## src/rtl/acl_pkg.sv

```systemverilog
// acl_pkg: shared state encoding, command bytes and burst lengths for the ADXL362 sequencer.
package acl_pkg;

    typedef enum logic [2:0] {
        STARTUP,
        INIT,
        GAP_I,
        IDLE,
        READ,
        PUBLISH,
        GAP_R
    } acl_state_e;

    localparam logic [7:0] CMD_WRITE = 8'h0A;
    localparam logic [7:0] CMD_READ  = 8'h0B;
    localparam int         INIT_LEN  = 3;
    localparam int         READ_LEN  = 8;

endpackage

```

## src/rtl/acl_rate_timer.sv

```systemverilog
// acl_rate_timer: free-running 0..PERIOD-1 counter, one-cycle tick at wrap while running.
module acl_rate_timer #(
    parameter int unsigned PERIOD = 1000000
) (
    input  logic clk,
    input  logic rst,
    input  logic run_i,
    output logic tick_o
);

    logic [31:0] cnt_q;
    logic        wrap;

    assign wrap   = cnt_q == 32'(PERIOD - 1);
    assign tick_o = run_i && wrap;

    always_ff @(posedge clk or posedge rst) begin
        if (rst) cnt_q <= '0;
        else if (run_i) cnt_q <= wrap ? '0 : cnt_q + 32'd1;
    end

endmodule

```

## src/rtl/acl_sample_sequencer.sv

```systemverilog
// acl_sample_sequencer: ADXL362 init write, then periodic XDATA_L..ZDATA_H burst reads
// over the SPI byte interface, publishing sign-extended 12-bit X/Y/Z samples.
module acl_sample_sequencer
    import acl_pkg::*;
#(
    parameter int unsigned SAMPLE_PERIOD  = 1000000,
    parameter int unsigned STARTUP_CYCLES = 1000000,
    parameter int unsigned GAP_CYCLES     = 16384,
    parameter logic [7:0]  REG_POWER_CTL  = 8'h2D,
    parameter logic [7:0]  POWER_CTL_VAL  = 8'h02,
    parameter logic [7:0]  REG_XDATA_L    = 8'h0E
) (
    input  logic        clk,
    input  logic        rst,
    input  logic        enable,
    output logic [7:0]  send_data,
    output logic        begin_transmission,
    input  logic        end_transmission,
    input  logic [7:0]  recieved_data,
    output logic [11:0] acl_x,
    output logic [11:0] acl_y,
    output logic [11:0] acl_z,
    output logic        sample_valid,
    output logic        init_done,
    output logic        sample_overrun
);

    acl_state_e       state_q, state_d;
    logic [31:0]      cnt_q, cnt_d;
    logic [2:0]       idx_q, idx_d;
    logic [7:0]       send_q, send_d;
    logic             begin_q, begin_d;
    logic [5:0][7:0]  rx_q, rx_d;
    logic [11:0]      x_q, x_d, y_q, y_d, z_q, z_d;
    logic             valid_q, valid_d;
    logic             init_q, init_d;
    logic             ovr_q, ovr_d;
    logic             run_q, run_d;
    logic             tick;
    logic             in_burst;
    logic             last;
    logic             cnt_done;

    function automatic logic [7:0] burst_byte(input logic rd, input logic [2:0] idx);
        return rd ? (idx == 3'd0 ? CMD_READ  : idx == 3'd1 ? REG_XDATA_L   : 8'h00)
                  : (idx == 3'd0 ? CMD_WRITE : idx == 3'd1 ? REG_POWER_CTL : POWER_CTL_VAL);
    endfunction

    acl_rate_timer #(.PERIOD(SAMPLE_PERIOD)) u_timer (
        .clk    (clk),
        .rst    (rst),
        .run_i  (run_q),
        .tick_o (tick)
    );

    assign in_burst = state_q == INIT || state_q == READ;
    assign last     = idx_q == (state_q == READ ? 3'(READ_LEN - 1) : 3'(INIT_LEN - 1));
    assign cnt_done = cnt_q + 32'd1 >= (state_q == STARTUP ? 32'(STARTUP_CYCLES) : 32'(GAP_CYCLES));

    always_ff @(posedge clk or posedge rst) begin
        if (rst) begin
            state_q <= STARTUP;
            cnt_q   <= '0;
            idx_q   <= '0;
            send_q  <= '0;
            begin_q <= 1'b0;
            rx_q    <= '0;
            x_q     <= '0;
            y_q     <= '0;
            z_q     <= '0;
            valid_q <= 1'b0;
            init_q  <= 1'b0;
            ovr_q   <= 1'b0;
            run_q   <= 1'b0;
        end else begin
            state_q <= state_d;
            cnt_q   <= cnt_d;
            idx_q   <= idx_d;
            send_q  <= send_d;
            begin_q <= begin_d;
            rx_q    <= rx_d;
            x_q     <= x_d;
            y_q     <= y_d;
            z_q     <= z_d;
            valid_q <= valid_d;
            init_q  <= init_d;
            ovr_q   <= ovr_d;
            run_q   <= run_d;
        end
    end

    always_comb begin
        state_d = state_q;
        unique case (state_q)
            STARTUP:      if (cnt_done) state_d = INIT;
            INIT:         if (end_transmission && last) state_d = GAP_I;
            GAP_I, GAP_R: if (cnt_done) state_d = IDLE;
            IDLE:         if (tick && enable) state_d = READ;
            READ:         if (end_transmission && last) state_d = PUBLISH;
            PUBLISH:      state_d = GAP_R;
            default:      state_d = STARTUP;
        endcase
    end

    always_comb begin
        cnt_d   = (state_d == state_q && (state_q == STARTUP || state_q == GAP_I || state_q == GAP_R))
                  ? cnt_q + 32'd1 : '0;
        idx_d   = idx_q;
        send_d  = send_q;
        begin_d = begin_q;
        rx_d    = rx_q;
        x_d     = x_q;
        y_d     = y_q;
        z_d     = z_q;
        valid_d = 1'b0;
        init_d  = init_q;
        ovr_d   = tick && state_q != IDLE;
        run_d   = run_q || (state_q == GAP_I && state_d == IDLE);
        if ((state_d == INIT || state_d == READ) && state_d != state_q) begin
            idx_d   = '0;
            send_d  = burst_byte(state_d == READ, 3'd0);
            begin_d = 1'b1;
        end
        if (in_burst && end_transmission) begin
            if (state_q == READ && idx_q >= 3'd2) rx_d[3'(idx_q - 3'd2)] = recieved_data;
            if (last) begin
                begin_d = 1'b0;
                init_d  = init_q || state_q == INIT;
            end else begin
                idx_d  = idx_q + 3'd1;
                send_d = burst_byte(state_q == READ, idx_q + 3'd1);
            end
        end
        // The last data byte lands in rx_d this same cycle, so publish from rx_d.
        if (state_q == READ && state_d == PUBLISH) begin
            x_d     = {rx_d[1][3:0], rx_d[0]};
            y_d     = {rx_d[3][3:0], rx_d[2]};
            z_d     = {rx_d[5][3:0], rx_d[4]};
            valid_d = 1'b1;
        end
    end

    assign send_data          = send_q;
    assign begin_transmission = begin_q;
    assign acl_x              = x_q;
    assign acl_y              = y_q;
    assign acl_z              = z_q;
    assign sample_valid       = valid_q;
    assign init_done          = init_q;
    assign sample_overrun     = ovr_q;

endmodule

```

## config.mk

```make
export PLATFORM = sky130hd
export DESIGN_NAME = acl_sample_sequencer
export DESIGN_NICKNAME = d
export VERILOG_FILES = /design/src/rtl/acl_pkg.sv /design/src/rtl/acl_rate_timer.sv /design/src/rtl/acl_sample_sequencer.sv
export SDC_FILE = /design/constraint.sdc
export NUM_CORES = 1
export LEC_CHECK = 0
export ABC_AREA = 1
export BUFFER_PORTS_ARGS = -buffer_cell sky130_fd_sc_hd__buf_2
export CELL_PAD_IN_SITES_DETAIL_PLACEMENT = 1
export CELL_PAD_IN_SITES_GLOBAL_PLACEMENT = 1
export CORE_UTILIZATION = 48
export DETAILED_ROUTE_END_ITERATION = 8
export PLACE_DENSITY = 0.91
export RECOVER_POWER = 50
export SLEW_MARGIN = 20
export SYNTH_ARGS = -nofsm -noshare
export SYNTH_HDL_FRONTEND = slang
export SYNTH_SLANG_ARGS = --single-unit
```

## constraint.sdc

```tcl
create_clock -name clk -period 14.7 [get_ports clk]
set_input_delay 2.94 -clock clk [delete_from_list [all_inputs] [get_ports clk]]
set_output_delay 2.94 -clock clk [all_outputs]
set_load 0.01 [all_outputs]
```

# ---- Yosys cells after proc, flatten, opt, wreduce, memory -nomap -nowiden
# Cells that the tools add are included.
dict set report op_classes {
  add_sub_neg 4
  mul 0
  n_div 0
  magnitude_cmp 4
  eq_ne 16
  shifts 0
  muxes 31
  bitwise_logic 0
  n_reduce_logical 22
}
# operator count
set op_table {}
lappend op_table {{44-bit two-way mux} 2}
lappend op_table {{32-bit by 1-bit adder with 32-bit output (second input constant)} 2}
lappend op_table {{32-bit two-way mux} 2}
lappend op_table {{48-bit bitwise mux} 1}
lappend op_table {{32-bit by 20-bit equality test with 1-bit output (second input constant)} 1}
lappend op_table {{32-bit by 20-bit >= comparator with 1-bit output} 1}
lappend op_table {{8-bit two-way mux} 4}
lappend op_table {{3-bit two-way mux} 9}
lappend op_table {{8-bit demux with 3-bit select} 1}
lappend op_table {{20-bit two-way mux} 1}
lappend op_table {{6-bit two-way mux} 3}
lappend op_table {{3-bit case mux with 6 select lines} 1}
lappend op_table {{3-bit equality test (second input constant)} 5}
lappend op_table {{1-bit logical AND} 11}
lappend op_table {{3-bit by 1-bit equality test with 1-bit output (second input constant)} 3}
lappend op_table {{3-bit by 2-bit equality test with 1-bit output (second input constant)} 3}
lappend op_table {{4-bit two-way mux} 2}
lappend op_table {{3-bit equality test} 2}
lappend op_table {{3-bit zero test} 2}
lappend op_table {{1-bit logical OR} 6}
lappend op_table {{1-bit two-way mux} 5}
lappend op_table {{3-bit by 4-bit less-than comparator with 1-bit output (second input constant)} 1}
lappend op_table {{2-bit AND reduction} 2}
lappend op_table {{3-bit by 1-bit adder with 3-bit output (second input constant)} 1}
lappend op_table {{6 further kinds} 6}
dict set report word_totals {
  ff_bits 167
  latch_bits 0
  ram_bits 0
  rom_bits 0
  input_bits 12
  out_inout_bits 48
  elab_cells 99
  memories 0
}

# ---- Depth between registers and ports, before layout
# Gate-level depths: netlist (run 1).
dict set report depth {
  depth_word 12
  depth_mapped 23
  ltp_nobuf 22
}

# ---- Modules after synthesis
# From an unflattened synthesis (run 1), not the netlist that was laid out.
dict set report hier_totals {
  hier_cells 957
  hier_area_um2 7898.8
}
# module n_inst cells_per_inst area_each_um2 seq_area_each_um2
set by_module_without_submodules {}
lappend by_module_without_submodules {acl_sample_sequencer 1 651 5801.8 2977.9}
lappend by_module_without_submodules {acl_rate_timer 1 306 2097.0 800.8}

# ---- Worst setup path after synthesis (run 1)
# OpenSTA, ideal clock, no wires.
dict set report synth_timing {
  kind {input -> register}
  start {input port end_transmission}
  end {register x_q[2], in the netlist acl_x[2]}
  setup_time_ns 0.065
  arrival_ns 4.068
  path_slack_ns 10.567
  stages 7
  path_cell_list {inv_1 nor3_1 clkbuf_1 nor2_1 a21oi_1 nand2_1 nand2_1}
}
# element line
set synth_rtl {}
lappend synth_rtl {{start: declaration} acl_sample_sequencer.sv:18} ;# input logic end_transmission,
lappend synth_rtl {{end signal: assignment} acl_sample_sequencer.sv:68} ;# x_q <= '0;
lappend synth_rtl {{end signal: assignment} acl_sample_sequencer.sv:82} ;# x_q <= x_d;
lappend synth_rtl {{end: declaration} acl_sample_sequencer.sv:34} ;# logic [11:0] x_q, x_d, y_q, y_d, z_q, z_d;

# ---- Worst setup path after layout (run 1)
dict set report layout_timing {
  start {input port end_transmission}
  end {register cnt_q[16]}
}
dict set report layout_via {
  elab_chain_len 6
}
# element line
set layout_rtl {}
lappend layout_rtl {{1-bit logical AND (*)} {acl_sample_sequencer.sv:96, acl_sample_sequencer.sv:99}}
lappend layout_rtl {{3-bit two-way mux, on equally long branches} {acl_sample_sequencer.sv:99, acl_sample_sequencer.sv:96}}
lappend layout_rtl {{3-bit case mux with 6 select lines (*)} acl_sample_sequencer.sv:94} ;# unique case (state_q)
lappend layout_rtl {{via state_d[0]} acl_sample_sequencer.sv:28} ;# acl_state_e state_q, state_d;
lappend layout_rtl {{3-bit equality test (*)} acl_sample_sequencer.sv:106} ;# cnt_d = (state_d == state_q && (state_q == STARTUP || state_q == GAP_I || state_q == GAP_R))
lappend layout_rtl {{1-bit logical AND (*)} acl_sample_sequencer.sv:106}
lappend layout_rtl {{32-bit two-way mux (*)} acl_sample_sequencer.sv:107} ;# ? cnt_q + 32'd1 : '0;
lappend layout_rtl {{via cnt_d[16]} acl_sample_sequencer.sv:29} ;# logic [31:0] cnt_q, cnt_d;
lappend layout_rtl {{end signal: assignment} acl_sample_sequencer.sv:77} ;# cnt_q <= cnt_d;
lappend layout_rtl {{end: declaration} acl_sample_sequencer.sv:29}
# Mark *: on every way through the listed nets, which the timed path passes. The rest lies on a longest branch.
# A chain may end at the register's enable or synchronous reset.

==> run metrics, run 1 <==
status=finished, violations left; failing checks=max-capacitance violations, max-slew violations; initial antenna violation count=0; Starting Density=50.1%; Yosys reg bits=151; Worst-path clk slew=70 ps; CP Capture Type=flop; area of the multi-input gates=3200 um2; RSZ-0062 raised after global routing=false; Worst VDD drop=0.0000863 V; clock buffer depth=2; Die Span X=126 um; Post-synth EDFFs=0; row count=44; Hold Vio Cnt, Final=0; Worst-Margin Slew=3010 ps; fin crit share=42.4%; slowest stage delay, CP=1210 ps; Hold WS=476 ps; yosys warns=0; layout cell share with drive strength beyond 1=8.65%; DR vias/cell=5.45; Setup CP Type=input port to flop; Crit-path slowest cell=clkbuf_1; area grow syn2layout=14.0%; cell breakdown of the critical path=clkbuf_1, nand2_1, nor2_2, clkbuf_1, inv_2, o21ai_1, nor2_2, nand2_4, inv_2, nand3_1, nor2_1; top cells by area, synth=dfrtp_1 (51%), nand2_1 (16%), nor2_1 (6.3%), inv_1 (4.8%), nand3_1 (3.1%); R2R depth=15; Util after Layout=57.1%; Final Max Tran Viols=107; WL per Instance=18.2 um; Sequential Area=3780 um2; Post-CTS Setup Inserts=0; die height=126 um; First DRT Iteration DRCs=413; Critical Path Start Type=input port; Final nets=1027; post-synth top area cell=dfrtp_1; RePlAce Congestion=0.858; core area=14800 um2; top post-synthesis cells by count=nand2_1 (306), dfrtp_1 (151), nor2_1 (125); die area=15900 um2; routed via count=6547; sequential share of the synthesized area=51.1%; # Max-Cap Violations=2; crit path max fanout=38; Root Driver=clkbuf_16; Place WS=9140 ps; Max-slew headroom=-102%; GRT overflow=0; TritonCTS clock tree=done; Post-synth ARST share=100%; CTS HTree Levels=4; I/O Buffers=59; clock skew=7.82 ps; Lkg Pwr=0.00424 uW; worst hold path startpoint=acl_y[0]$_DFFE_PP0P_; HPWL after DPL=14.2 mm; Yosys top cell area share=51.1%; clk sink count=151; post-synthesis cell type count=42; post-cts sizing count=0; first-pass GRT wire length=36.9 mm; dominant cell by count in the synthesized netlist=nand2_1; Gate Count Post-Synth=929; Reg-to-Reg End=cnt_q[16]$_DFF_PP0_; Num CTS Buffers=17; worst hold path type=flop to flop; min Tclk post-route=6230 ps; top_reg_cell synth=dfrtp_1; Worst-Skew Late Latency=440 ps; Syn Area/Cell=7.95 um2; worst r2r src=state_q[1]$_DFF_PP0_; TNS Setup=0 ps; DRC violations left=0; GRT Overall Usage=29.8%; post-route ant nets=0; worst setup margin=8470 ps; largest net degree at the start of global routing=86; PwrDens=126 nW/um2; Worst EP arrival=6520 ps; Initial DRT Pass Iterations=5; io pins=60; final wirelength=21.8 mm; hold_buf cts=0; Peak Freq=160 MHz; Antenna diodes=0; Worst Hold Depth=2; R2R setup slack=9660 ps; final setup fails=0; Critical Path RT=14980 ps; fillcell total=1832; Post-Syn Area=7390 um2; vias in the first global route=7235; worst hold endpoint=acl_y[0]$_DFFE_PP0P_
area by class of cell:
cell class,instances,area share [%]
sequential,151,44.9
multi-input combinational,673,38.0
clock buffer,17,5.05
inverter,99,4.43
timing repair buffer,62,3.13
tap,184,2.73
clock inverter,15,1.84
cell families (layout without fill, tap and decap cells):
family | count (synthesis) | in the layout | synth area share (%)
AND/OR/NAND/NOR | 557 | 557 | 32.6
adder cells (fa/ha/maj) | 11 | 11 | 1.86
flip-flops | 151 | 151 | 51.1
AO/OA/AOI/OAI | 64 | 64 | 4.88
XOR/XNOR | 29 | 29 | 3.44
buffers and inverters | 116 | 193 | 6.08
other | 1 | 12 | 0.0507
worst max-delay path, delay by kind of cell:
family / cells / cell delay (ps)
AND/OR/NAND/NOR: 6 / 1160
buffers and inverters: 4 / 2120
AO/OA/AOI/OAI: 1 / 280
worst max-delay path by stage:
stage                           from              endpoint  slack [ps]  depth (start not counted)
floorplan                        rst  acl_x[0]$_DFFE_PP0P_        7700                          1
global placement    end_transmission    cnt_q[2]$_DFF_PP0_        9230                         11
detailed placement  end_transmission   cnt_q[16]$_DFF_PP0_        9140                         11
CTS                 end_transmission   cnt_q[16]$_DFF_PP0_        9570                         11
global route        end_transmission    cnt_q[8]$_DFF_PP0_        8110                         11
finish              end_transmission   cnt_q[16]$_DFF_PP0_        8470                         11
cells in the final DEF (no fill, tap or decap), types with 17 or more instances in the layout:
cell type and instances:
a21oi_1 19, buf_2 19, clkbuf_1 42, clkbuf_16 17, dfrtp_1 151, inv_1 93
nand2_1 306, nand3_1 46, nand4_1 19, nor2_1 125, nor3_1 18, o21ai_0 32
registers in the layout, indices dropped and copies added (netlist names):
register,flops
cnt_q,32
run_q,1
sample_valid,1
acl_z,12
acl_x,12
send_data,8
idx_q,3
sample_overrun,1
u_timer.cnt_q,32
state_q,3
init_done,1
acl_y,12
begin_transmission,1
rx_q,32
per-stage QoR:
stage                     cell area (um2)  total power (uW)  cells
after global routing                 8420              1100   1201
after detailed placement             7910               620   1169
final                                8420              1060   1201
after global placement               7910               606   1169
after floorplan                      7430               573    940
after CTS                            8490              1070   1201
metal layers:
metal  vias up  global-route usage, %  share of wire, %
li1       3056                      -                 -
met1      3287                   35.6                42
met2       152                   53.1                52
met3        52                   5.31               3.7
met4         0                   11.6               2.6
met5         -                      0                 0
where the power goes:
part | switching [uW] | internal [uW] | leakage (uW) | total, uW
logic | 124 | 47.3 | 0.00193 | 171
registers | 18.4 | 434 | 0.00202 | 452
clock network | 201 | 240 | 0.000285 | 441
(Power assumes the default switching activity.)
==> run 2, diff against run 1 <==
--- a/config.mk
+++ b/config.mk
@@ -5,13 +5,13 @@
 export SDC_FILE = /design/constraint.sdc
 export NUM_CORES = 1
 export LEC_CHECK = 0
-export ABC_AREA = 1
+export ABC_AREA = 0
 export BUFFER_PORTS_ARGS = -buffer_cell sky130_fd_sc_hd__buf_2
 export CELL_PAD_IN_SITES_DETAIL_PLACEMENT = 1
 export CELL_PAD_IN_SITES_GLOBAL_PLACEMENT = 1
-export CORE_UTILIZATION = 48
+export CORE_UTILIZATION = 43
 export DETAILED_ROUTE_END_ITERATION = 8
-export PLACE_DENSITY = 0.91
+export PLACE_DENSITY = 0.82
 export RECOVER_POWER = 50
 export SLEW_MARGIN = 20
 export SYNTH_ARGS = -nofsm -noshare
==> constraint.sdc (replaced) <==
create_clock -name clk -period 5.65 [get_ports clk]
set_input_delay 1.13 -clock clk [delete_from_list [all_inputs] [get_ports clk]]
set_output_delay 1.13 -clock clk [all_outputs]
set_load 0.01 [all_outputs]
==> run metrics, run 2 <==
sequential share of the synthesized area=55.3% (+4.1 points); first-pass GRT wire length=29.7 mm (-20%); post-synthesis cell type count=58 (+38%); top cells by area, synth=dfrtp_1 (55%), mux2_2 (11%), xnor2_1 (4.1%), nand2_1 (2.9%), nor2_1 (2.7%); I/O Buffers=59 (unchanged); RSZ-0062 raised after global routing=false; Gate Count Post-Synth=596 (-36%); Place WS=1280 ps (-7860 ps); Yosys top cell area share=55.3% (+4.1 points); Critical Path RT=5980 ps (-9000 ps); switching part of the total power=31.1% (-1.2 points); Final nets=694 (-32%); top post-synthesis cells by count=dfrtp_1 (151), mux2_2 (64), nand2_1 (53); Post-CTS Setup Inserts=0 (unchanged); Comb pwr share=16.4% (+0.3 points); Pwr Total=3050 uW (+190%); PwrDens=383 nW/um2 (+200%); DR vias/cell=5.57 (+2.2%); Worst-path clk slew=70 ps (about the same); Clk pwr share=37.8% (-3.6 points); Post-Syn Area=6840 um2 (-7.5%); crit path max fanout=20 (-47%); clk sink count=151 (unchanged); TNS Setup=0 ps (unchanged); post-synth top area cell=dfrtp_1; routed via count=4987 (-24%); top_reg_cell synth=dfrtp_1; First DRT Iteration DRCs=253 (-39%); commonest non-fill, non-tap cells in the layout=dfrtp_1 (151), mux2_2 (64), nand2_1 (53); clock buffer depth=2 (unchanged); hold_buf cts=0 (unchanged); TritonCTS clock tree=done; die area=16400 um2 (+3.2%); final wirelength=18.0 mm (-18%); Internal=2100 uW (+190%); post-cts sizing count=0 (unchanged); Worst EP arrival=4760 ps (-1760 ps); Worst-Skew Late Latency=430 ps (about the same); Top Registers=cnt_q (32), rx_q (32), u_timer.cnt_q (32); Post-synth ARST share=100% (unchanged); final setup fails=0 (unchanged); GRT Overall Usage=23.9% (-5.8 points); Initial DRT Pass Iterations=4 (-1); Setup CP Type=flop to flop; Max-slew headroom=-19.9% (+82 points); worst setup margin=1230 ps (-7240 ps); Hold Vio Cnt, Final=0 (unchanged); failing checks=max-capacitance violations, max-slew violations; Final Max Tran Viols=116 (+8.4%); dominant cell by count in the synthesized netlist=dfrtp_1; Starting Density=44.5% (-5.6 points); Lkg Pwr=0.00363 uW (-14%); vias in the first global route=5514 (-24%); GRT overflow=0 (unchanged); register share of total power=45.8% (+3.3 points); min Tclk post-route=4420 ps; io pins=60 (unchanged); Syn Area/Cell=11.5 um2 (+44%); fin crit share=78.3%; Antenna diodes=0 (unchanged); post-route ant nets=0 (unchanged); Worst VDD drop=0.000231 V (+170%); status=finished, violations left; HPWL after DPL=11.5 mm (-19%); core area=15400 um2 (+4.2%); CP Capture Type=flop; Critical Path Start Type=flop; Die Span X=128 um (+1.6%); most common cell after layout, fill and taps aside=dfrtp_1; # Max-Cap Violations=2 (unchanged); Root Driver=clkbuf_16; Worst-Margin Slew=1800 ps (-1210 ps); Switch Pwr=948 uW (+180%); DRC violations left=0 (unchanged); largest net degree at the start of global routing=114 (+33%); row count=45 (+2.3%); area grow syn2layout=16.3%; Post-synth EDFFs=0 (unchanged); worst hold path type=flop to flop; clock skew=9.94 ps (+2.12 ps); die height=128 um (+1.6%); CTS HTree Levels=4 (unchanged); initial antenna violation count=0 (unchanged); RePlAce Congestion=0.835 (-2.7%); Num CTS Buffers=17 (unchanged); Peak Freq=226 MHz; Yosys reg bits=151 (unchanged); WL per Instance=20.1 um (+11%); layout cell share with drive strength beyond 1=19.7% (+11 points); yosys warns=0 (unchanged)
## run 2: logic make-up (layout without fill, tap and decap cells)
logic type	count (synthesis)	in the layout	share of synthesized area, %
AND/OR/NAND/NOR	220	220	16.7
flip-flops	151	151	55.3
multiplexers	67	67	11.0
AO/OA/AOI/OAI	59	59	6.13
XOR/XNOR	52	52	6.66
buffers and inverters	35	112	2.14
adder cells (fa/ha/maj)	11	11	2.01
other	1	12	0.0549
## run 2: critical path, stage by stage (launching register included)
cell     delay, ps
dfrtp_1        460
nand4_1        300
or4_4          590
nor2_1         200
nand2_1        100
xnor2_1        210
ha_1           290
a21o_1         180
a21o_1         200
a21oi_1        150
nand4_1        110
nor3_1         500
nand3_1        730
a21oi_1        320
## run 2: area by class of cell
class | count | area [um2]
fillers | 1640 | 7420
flip-flops and latches | 151 | 3780
well taps | 211 | 264
inverters | 16 | 61.3
clock buffers | 17 | 425
multi-input cells | 421 | 2960
clock inverters | 15 | 183
repair buffers | 64 | 278
## run 2: routing by layer
metal | global-route usage [%] | part of all wire, % | vias to the layer above
met5 | 0 | 0 | -
met4 | 10.2 | 3.0 | 0
met3 | 5.13 | 3.4 | 43
met2 | 43.4 | 53 | 107
met1 | 27.1 | 40 | 2590
li1 | - | - | 2247
## run 2: final timing paths
kind / slack, ps / from / to / cells after the start
worst max-delay path: 1230 / cnt_q[9]$_DFF_PP0_ / cnt_q[15]$_DFF_PP0_ / 13
worst min-delay path: 480 / u_timer.cnt_q[4]$_DFFE_PP0P_ / u_timer.cnt_q[4]$_DFFE_PP0P_ / 1
worst max register to register: 1230 / cnt_q[9]$_DFF_PP0_ / cnt_q[15]$_DFF_PP0_ / 13
worst min register to register: 480 / u_timer.cnt_q[4]$_DFFE_PP0P_ / u_timer.cnt_q[4]$_DFFE_PP0P_ / 1
max in group asynchronous: 1360 / rst / u_timer.cnt_q[5]$_DFFE_PP0P_ / 4
min in group asynchronous: 1110 / rst / rx_q[32]$_DFF_PP0_ / 2
## run 2: power by group through the flow
| stage | registers (uW) | logic (uW) | clock network [uW] |
|---|---|---|---|
| 6_report | 1390 | 501 | 1150 |
| 3_3_place_gp | 1370 | 452 | 0 |
| 5_1_grt | 1410 | 553 | 1210 |
| 4_1_cts | 1390 | 509 | 1170 |
| 2_1_floorplan | 1360 | 354 | 0 |
| 3_5_place_dp | 1400 | 488 | 0 |
## run 2: stage by stage
stage / hold slack [ps] / utilization [%] / cell area, um2 / instances
5_1_grt: 506 / 51.7 / 7950 / 895
3_5_place_dp: 464 / 48.1 / 7390 / 862
6_report: 476 / 51.7 / 7950 / 895
3_3_place_gp: 455 / 48.1 / 7390 / 862
4_1_cts: 482 / 52.1 / 8000 / 894
2_1_floorplan: 439 / - / 6880 / 607
